### src/rtl/nanaseg_pkg.sv
// Shared constants and types for the seven-segment readback checkers.
package nanaseg_pkg;

  // Active-low segment fields for digits 0..9, select bits already masked off
  localparam logic [11:0] SEG_0 = 12'h014;
  localparam logic [11:0] SEG_1 = 12'h617;
  localparam logic [11:0] SEG_2 = 12'h20C;
  localparam logic [11:0] SEG_3 = 12'h205;
  localparam logic [11:0] SEG_4 = 12'h407;
  localparam logic [11:0] SEG_5 = 12'h045;
  localparam logic [11:0] SEG_6 = 12'h044;
  localparam logic [11:0] SEG_7 = 12'h017;
  localparam logic [11:0] SEG_8 = 12'h004;
  localparam logic [11:0] SEG_9 = 12'h005;

  localparam int unsigned SEL_ONES = 7;
  localparam int unsigned SEL_TENS = 8;
  localparam int unsigned SEL_HUND = 11;

  localparam logic [11:0] SEG_MASK = 12'h67F;
  localparam logic [11:0] SEL_MASK = 12'h980;

  typedef enum logic [1:0] {
    SYNC,
    EXP_TENS,
    EXP_HUND
  } scan_state_e;

endpackage

### src/rtl/nanaseg_readback_if.sv
// Display bus plus readback results; slave is the checker, master the observer.
interface nanaseg_readback_if;
  logic [11:0] seg_in;
  logic [9:0]  value;
  logic        value_valid;
  logic        pattern_err;
  logic        seq_err;
  logic        stale;
  logic [7:0]  err_count;

  modport slave (
    input  seg_in,
    output value, value_valid, pattern_err, seq_err, stale, err_count
  );

  modport master (
    output seg_in,
    input  value, value_valid, pattern_err, seq_err, stale, err_count
  );
endinterface

### src/rtl/nanaseg_pattern_decode.sv
// Maps an active-low segment field back to its BCD digit; anything else is illegal.
module nanaseg_pattern_decode
  import nanaseg_pkg::*;
(
  input  logic [11:0] seg_field,
  output logic        legal,
  output logic [3:0]  bcd
);

  // Exact match against the ten legal patterns (decimal point and bit 5 included)
  always_comb begin
    legal = 1'b1;
    bcd   = 4'd0;
    case (seg_field & SEG_MASK)
      SEG_0:   bcd = 4'd0;
      SEG_1:   bcd = 4'd1;
      SEG_2:   bcd = 4'd2;
      SEG_3:   bcd = 4'd3;
      SEG_4:   bcd = 4'd4;
      SEG_5:   bcd = 4'd5;
      SEG_6:   bcd = 4'd6;
      SEG_7:   bcd = 4'd7;
      SEG_8:   bcd = 4'd8;
      SEG_9:   bcd = 4'd9;
      default: legal = 1'b0;
    endcase
  end

endmodule

### src/rtl/nanaseg_readback.sv
// Reconstructs the displayed 3-digit value from the scanned segment bus and
// reports illegal patterns, out-of-order scans and stalled scanning.
module nanaseg_readback
  import nanaseg_pkg::*;
#(
  parameter int unsigned STABLE_SCANS   = 2,
  parameter int unsigned TIMEOUT_CYCLES = 16
) (
  input  logic              CLOCK10M,
  input  logic              RESET_N,
  nanaseg_readback_if.slave bus
);

  localparam logic [3:0]  STABLE_W  = 4'(STABLE_SCANS);
  localparam logic [15:0] TIMEOUT_W = 16'(TIMEOUT_CYCLES);

  logic [11:0] seg_q;
  logic        legal;
  logic [3:0]  bcd;
  logic [2:0]  sel;
  logic        idle, illegal, is_ones, is_tens, is_hund;

  scan_state_e state, state_d;
  logic        ld_ones, ld_tens, done_d, serr_d;
  logic [3:0]  ones_q, tens_q;
  logic [9:0]  v_d;

  logic        done_q, perr_q, serr_q;
  logic [9:0]  v_q, prev_v;
  logic [3:0]  match_cnt, match_d;
  logic        published, publish;
  logic [15:0] to_cnt;

  logic [9:0]  value_q;
  logic        value_valid_q, pattern_err_q, seq_err_q, stale_q;
  logic [7:0]  err_count_q;

  // Input capture register
  always_ff @(posedge CLOCK10M or negedge RESET_N) begin
    if (!RESET_N) seg_q <= '0;
    else          seg_q <= bus.seg_in;
  end

  nanaseg_pattern_decode u_decode (
    .seg_field (seg_q),
    .legal     (legal),
    .bcd       (bcd)
  );

  // Classify the captured sample by its select bits and segment legality
  always_comb begin
    sel     = {seg_q[SEL_HUND], seg_q[SEL_TENS], seg_q[SEL_ONES]};
    idle    = (sel == 3'b000);
    illegal = !idle && (!legal || !(sel == 3'b001 || sel == 3'b010 || sel == 3'b100));
    is_ones = !illegal && (sel == 3'b001);
    is_tens = !illegal && (sel == 3'b010);
    is_hund = !illegal && (sel == 3'b100);
  end

  // Scan FSM state register
  always_ff @(posedge CLOCK10M or negedge RESET_N) begin
    if (!RESET_N) state <= SYNC;
    else          state <= state_d;
  end

  // Scan FSM next state
  always_comb begin
    state_d = state;
    if (illegal) begin
      state_d = SYNC;
    end else begin
      case (state)
        SYNC:     if (is_ones) state_d = EXP_TENS;
        EXP_TENS: if (is_tens) state_d = EXP_HUND;
                  else if (is_hund) state_d = SYNC;
        EXP_HUND: if (is_hund) state_d = SYNC;
                  else if (is_ones) state_d = EXP_TENS;
        default:  state_d = SYNC;
      endcase
    end
  end

  // Scan FSM outputs: digit loads, scan completion and order violations
  always_comb begin
    ld_ones = is_ones;
    ld_tens = is_tens && (state == EXP_TENS || state == EXP_HUND);
    done_d  = is_hund && (state == EXP_HUND);
    serr_d  = (is_hund && state == EXP_TENS) || (is_ones && state == EXP_HUND);
    v_d     = 10'(bcd) * 10'd100 + 10'(tens_q) * 10'd10 + 10'(ones_q);
  end

  // Digit storage and the second pipeline stage
  always_ff @(posedge CLOCK10M or negedge RESET_N) begin
    if (!RESET_N) begin
      ones_q <= '0;
      tens_q <= '0;
      done_q <= 1'b0;
      perr_q <= 1'b0;
      serr_q <= 1'b0;
      v_q    <= '0;
    end else begin
      if (ld_ones) ones_q <= bcd;
      if (ld_tens) tens_q <= bcd;
      done_q <= done_d;
      perr_q <= illegal;
      serr_q <= serr_d;
      v_q    <= v_d;
    end
  end

  // Stability counting and publish decision for a completed scan
  always_comb begin
    match_d = match_cnt;
    if (perr_q || serr_q) begin
      match_d = '0;
    end else if (done_q) begin
      if (v_q != prev_v)             match_d = 4'd1;
      else if (match_cnt < STABLE_W) match_d = match_cnt + 4'd1;
    end
    publish = done_q && (match_d == STABLE_W) && (v_q != value_q || !published);
  end

  // Registered outputs, error accounting and stall timer
  always_ff @(posedge CLOCK10M or negedge RESET_N) begin
    if (!RESET_N) begin
      match_cnt     <= '0;
      prev_v        <= '0;
      published     <= 1'b0;
      value_q       <= '0;
      value_valid_q <= 1'b0;
      pattern_err_q <= 1'b0;
      seq_err_q     <= 1'b0;
      err_count_q   <= '0;
      to_cnt        <= '0;
      stale_q       <= 1'b0;
    end else begin
      match_cnt     <= match_d;
      value_valid_q <= publish;
      pattern_err_q <= perr_q;
      seq_err_q     <= serr_q;
      if (done_q) prev_v <= v_q;
      if (publish) begin
        value_q   <= v_q;
        published <= 1'b1;
      end
      if ((perr_q || serr_q) && err_count_q != 8'hFF) err_count_q <= err_count_q + 8'd1;
      if (done_q) begin
        to_cnt  <= '0;
        stale_q <= 1'b0;
      end else begin
        if (to_cnt != TIMEOUT_W)           to_cnt  <= to_cnt + 16'd1;
        if (to_cnt == TIMEOUT_W - 16'd1)   stale_q <= 1'b1;
      end
    end
  end

  assign bus.value       = value_q;
  assign bus.value_valid = value_valid_q;
  assign bus.pattern_err = pattern_err_q;
  assign bus.seq_err     = seq_err_q;
  assign bus.stale       = stale_q;
  assign bus.err_count   = err_count_q;

endmodule

### src/flat_wrapper.sv
// flat-port wrapper written by rule: the top's interface ports become plain ports
module nanaseg_readback_flat import nanaseg_pkg::*;
#(
  parameter int unsigned STABLE_SCANS   = 2,
  parameter int unsigned TIMEOUT_CYCLES = 16
)
  (CLOCK10M, RESET_N, bus_seg_in, bus_value, bus_value_valid, bus_pattern_err, bus_seq_err, bus_stale, bus_err_count);
  nanaseg_readback_if bus_i ();
  input  logic CLOCK10M;
  input  logic RESET_N;
  input wire logic [$bits(bus_i.seg_in)-1:0] bus_seg_in;
  output wire logic [$bits(bus_i.value)-1:0] bus_value;
  output wire logic [$bits(bus_i.value_valid)-1:0] bus_value_valid;
  output wire logic [$bits(bus_i.pattern_err)-1:0] bus_pattern_err;
  output wire logic [$bits(bus_i.seq_err)-1:0] bus_seq_err;
  output wire logic [$bits(bus_i.stale)-1:0] bus_stale;
  output wire logic [$bits(bus_i.err_count)-1:0] bus_err_count;
  assign bus_i.seg_in = bus_seg_in;
  assign bus_value = bus_i.value;
  assign bus_value_valid = bus_i.value_valid;
  assign bus_pattern_err = bus_i.pattern_err;
  assign bus_seq_err = bus_i.seq_err;
  assign bus_stale = bus_i.stale;
  assign bus_err_count = bus_i.err_count;
  nanaseg_readback #(.STABLE_SCANS(STABLE_SCANS), .TIMEOUT_CYCLES(TIMEOUT_CYCLES)) u_core (.CLOCK10M(CLOCK10M), .RESET_N(RESET_N), .bus(bus_i));
endmodule
### config.mk
export PLATFORM = sky130hd
export DESIGN_NAME = nanaseg_readback_flat
export DESIGN_NICKNAME = d
export VERILOG_FILES = /design/src/rtl/nanaseg_pkg.sv /design/src/rtl/nanaseg_readback_if.sv /design/src/rtl/nanaseg_pattern_decode.sv /design/src/rtl/nanaseg_readback.sv /design/src/flat_wrapper.sv
export SDC_FILE = /design/constraint.sdc
export NUM_CORES = 1
export LEC_CHECK = 0
export CAP_MARGIN = 5
export CORE_MARGIN = 1
export CORE_UTILIZATION = 63
export CTS_CLUSTER_DIAMETER = 80
export DETAILED_ROUTE_END_ITERATION = 10
export PLACE_DENSITY_LB_ADDON = 0.2
export SETUP_SLACK_MARGIN = 0.15
export SLEW_MARGIN = 30
export SYNTH_ARGS = -nofsm -noshare
export SYNTH_HDL_FRONTEND = slang
export SYNTH_SLANG_ARGS = --single-unit
### constraint.sdc
create_clock -name CLOCK10M -period 6.6 [get_ports CLOCK10M]
set_input_delay 0.66 -clock CLOCK10M [delete_from_list [all_inputs] [get_ports CLOCK10M]]
set_output_delay 0.66 -clock CLOCK10M [all_outputs]
set_load 0.01 [all_outputs]
==> impl_metrics.csv <==
group,metric,value,unit
run_status,status,"finished clean",
sta,worst_slew_pin_slew,0.761,ns
finish,nets,496,
run,cap_violations,0,
power_and_ir_drop,seq_power_share,0.559,
power_and_ir_drop,power_frac_comb,0.125,
die,pin_count,36,
clock_tree,cts_sinks,88,
critical_path,startpoint_type,"flop",
critical_path,crit_path_end_kind,"flop",
global_route,grt_max_degree,89,
synthesis,syn_area,0.00465,mm²
drt,vias,3061,
clock_tree,cts_buffer_depth,2,
sta,period_share,0.545,
critical_path,cp_data_arrival_time,3.87,ns
power_and_ir_drop,p_sw_frac,0.269,
synthesis,async_flop_share,1.00,
sta,fmax,0.278,GHz
global_route,grt_pass1_vias,3150,
die,start_util,0.669,
sta,slew_headroom,0.492,
synthesis,ys_types,63,
global_route,track_usage,0.227,
synthesis,yosysMostFrequentCell,"dfrtp_1",
finish,fin_area,0.00523,mm²
power_and_ir_drop,p_switching,289,µW
sta,report.final.slew_viol_count,0,
sta,finClkSkew,0.0113,ns
drt,first_pass_iters,6,
finish,areaGrowthSynthToFinish,12.5,%
clock_tree,cts_buffers,9,
critical_path,r2r_slack,3.00,ns
drt,dr.first_iter.drc_count,128,
global_route,antenna_found_initial,0,
clock_tree,clk_latency,0.35,ns
sta,hold_violations,0,
synthesis,synth_nets,459,
finish,diodes,0,
sta,rsz0062_at_grt,"no",
power_and_ir_drop,power.leakage,2.52,nW
global_route,grt_pass1_wl,13600,µm
placed_design,hpwl,5670,µm
die,coreArea,0.00694,mm²
drt,wire_per_inst,14.1,µm
synthesis,yosys.area.top_type,"dfrtp_1",
die,die-area,0.00772,mm²
placed_design,place_area,0.00505,mm²
clock_tree,clk_pin_slew,0.09,ns
critical_path,reg2reg_to,"u_core.v_q[9]",
synthesis,ys_warn_count,0,
synthesis,synth-edff-count,0,
placed_design,dp.cells,532,
power_and_ir_drop,vdd_ir_drop_max,0.226,mV
synthesis,avgSynthCellArea,11.3,µm²
clock_tree,cts_tree,"built",
clock_tree,cts_root_buf,"clkbuf_8",
worst_hold_path,hold_class,"in2async",
clock_tree,cts_hold_buf,0,
synthesis,ys_seq_area_frac,0.474,
synthesis,synth_area_leaders,"dfrtp_1, ha_1, xnor2_1",
critical_path,reg2reg_depth,12,
die,rows,30,
power_and_ir_drop,intPower,784,µW
placed_design,io_buffers,35,
clock_tree,cts-resized-gates,0,
global_route,grt_remaining_overflow,0,
clock_tree,cts_setup_buffers,0,
sta,fin_crit,3.60,ns
critical_path,criticalPathCategory,"reg2reg",
sta,fin_setup_tns,0,ns
finish,drive_gt1_frac,0.119,
finish,final_cells,548,
sta,setup_viol,0,
power_and_ir_drop,power,1.07,mW
power_and_ir_drop,power_density,205,mW/mm²
placed_design,place.gp.congestion,0.899,
drt,viasPerCell,5.59,
critical_path,required,6.87,ns
drt,routed_wl,7720,µm
drt,drc,0,
synthesis,yosys-top-cells-count,"dfrtp_1, nor2_1, ha_1",
clock_tree,cts_max_level,3,
critical_path,reg2reg_from,"u_core.seg_q[10]",
die,die_h,87.9,µm
power_and_ir_drop,p_clk_frac,0.316,
synthesis,postSynthCellCount,410,
critical_path,path_max_fanout,8,
synthesis,ys.flop_type,"dfrtp_1",
synthesis,synth_top_area_frac,0.474,
synthesis,ys_ff_latch,88,
die,die_w,87.9,µm
drt,ant_nets,0,
## placed cells by master, fill, tap and decap left out, drive strengths merged, types with 10 or more instances in the layout
cell type / instances
nand3: 12
a21oi: 15
mux2: 24
clkbuf: 10
nor3: 11
inv: 28
xnor2: 29
clkdlybuf4s50: 34
dfrtp: 88
ha: 31
o21ai: 12
xor2: 21
nor2: 33
nand2: 20
## per-layer routing
metal | up-vias | track usage | routed length (µm)
met3 | 10 | 0.0311 | 177
li1 | 1494 | - | -
met4 | 0 | 0.0879 | 110
met5 | - | 0 | 0
met1 | 1508 | 0.284 | 3610
met2 | 49 | 0.399 | 3820
## power groups by stage
stage / registers [mW] / logic [mW] / clock network [mW]
4_1_cts: 0.600 / 0.136 / 0.347
3_5_place_dp: 0.611 / 0.135 / 0
6_report: 0.600 / 0.134 / 0.340
2_1_floorplan: 0.615 / 0.0577 / 0
3_3_place_gp: 0.609 / 0.132 / 0
5_1_grt: 0.607 / 0.148 / 0.374
## state kept, by name, indices dropped and copies added, names as in the netlist, 8 cells and up
signal and cells:
u_core.prev_v 10, u_core.bus.value 10, u_core.bus.err_count 8, u_core.seg_q 12, u_core.to_cnt 16, u_core.v_q 10
## worst max-delay path, stage by stage (launching register included)
cell,delay (ns)
dfrtp_1,0.47
or3_4,0.45
o22ai_1,0.14
and4b_1,0.37
ha_1,0.29
ha_1,0.21
inv_1,0.07
fa_1,0.41
inv_1,0.07
ha_1,0.22
ha_1,0.23
o41ai_1,0.41
xnor2_1,0.17
## worst max path at each step
stage,from,to,cells after the start
floorplan,u_core.seg_q[4],u_core.v_q[9],17
global placement,u_core.seg_q[10],u_core.v_q[9],14
detailed placement,u_core.seg_q[10],u_core.v_q[9],12
CTS,u_core.seg_q[10],u_core.v_q[9],12
global route,u_core.seg_q[4],u_core.v_q[9],16
finish,u_core.seg_q[10],u_core.v_q[9],12
## through the flow
step                hold WS (ns)   util  worst slack (ns)
finish                     0.360  0.753              3.00
global route               0.392  0.753              2.80
CTS                        0.379  0.753              2.99
detailed placement         0.364  0.727              3.02
global placement           0.360  0.726              3.16
floorplan                  0.354      -              3.27
## cell families (layout without fill, tap and decap cells)
group	after synthesis	after routing	synth area share
AO/OA/AOI/OAI	55	55	0.0856
XOR/XNOR	50	50	0.0942
adder cells (fa/ha/maj)	35	35	0.101
buffers and inverters	35	77	0.0361
flip-flops	88	88	0.474
multiplexers	25	25	0.0676
AND/OR/NAND/NOR	122	122	0.142
## layout make-up
type,instances,area [µm²]
Multi-Input combinational cell,287,2280
Sequential cell,88,2200
Fill cell,487,1710
Timing Repair Buffer,35,352
Clock buffer,10,128
Tap cell,96,120
Inverter,26,97.6
Clock inverter,6,52.6
No activity file was read; power rests on OpenSTA's default activity.
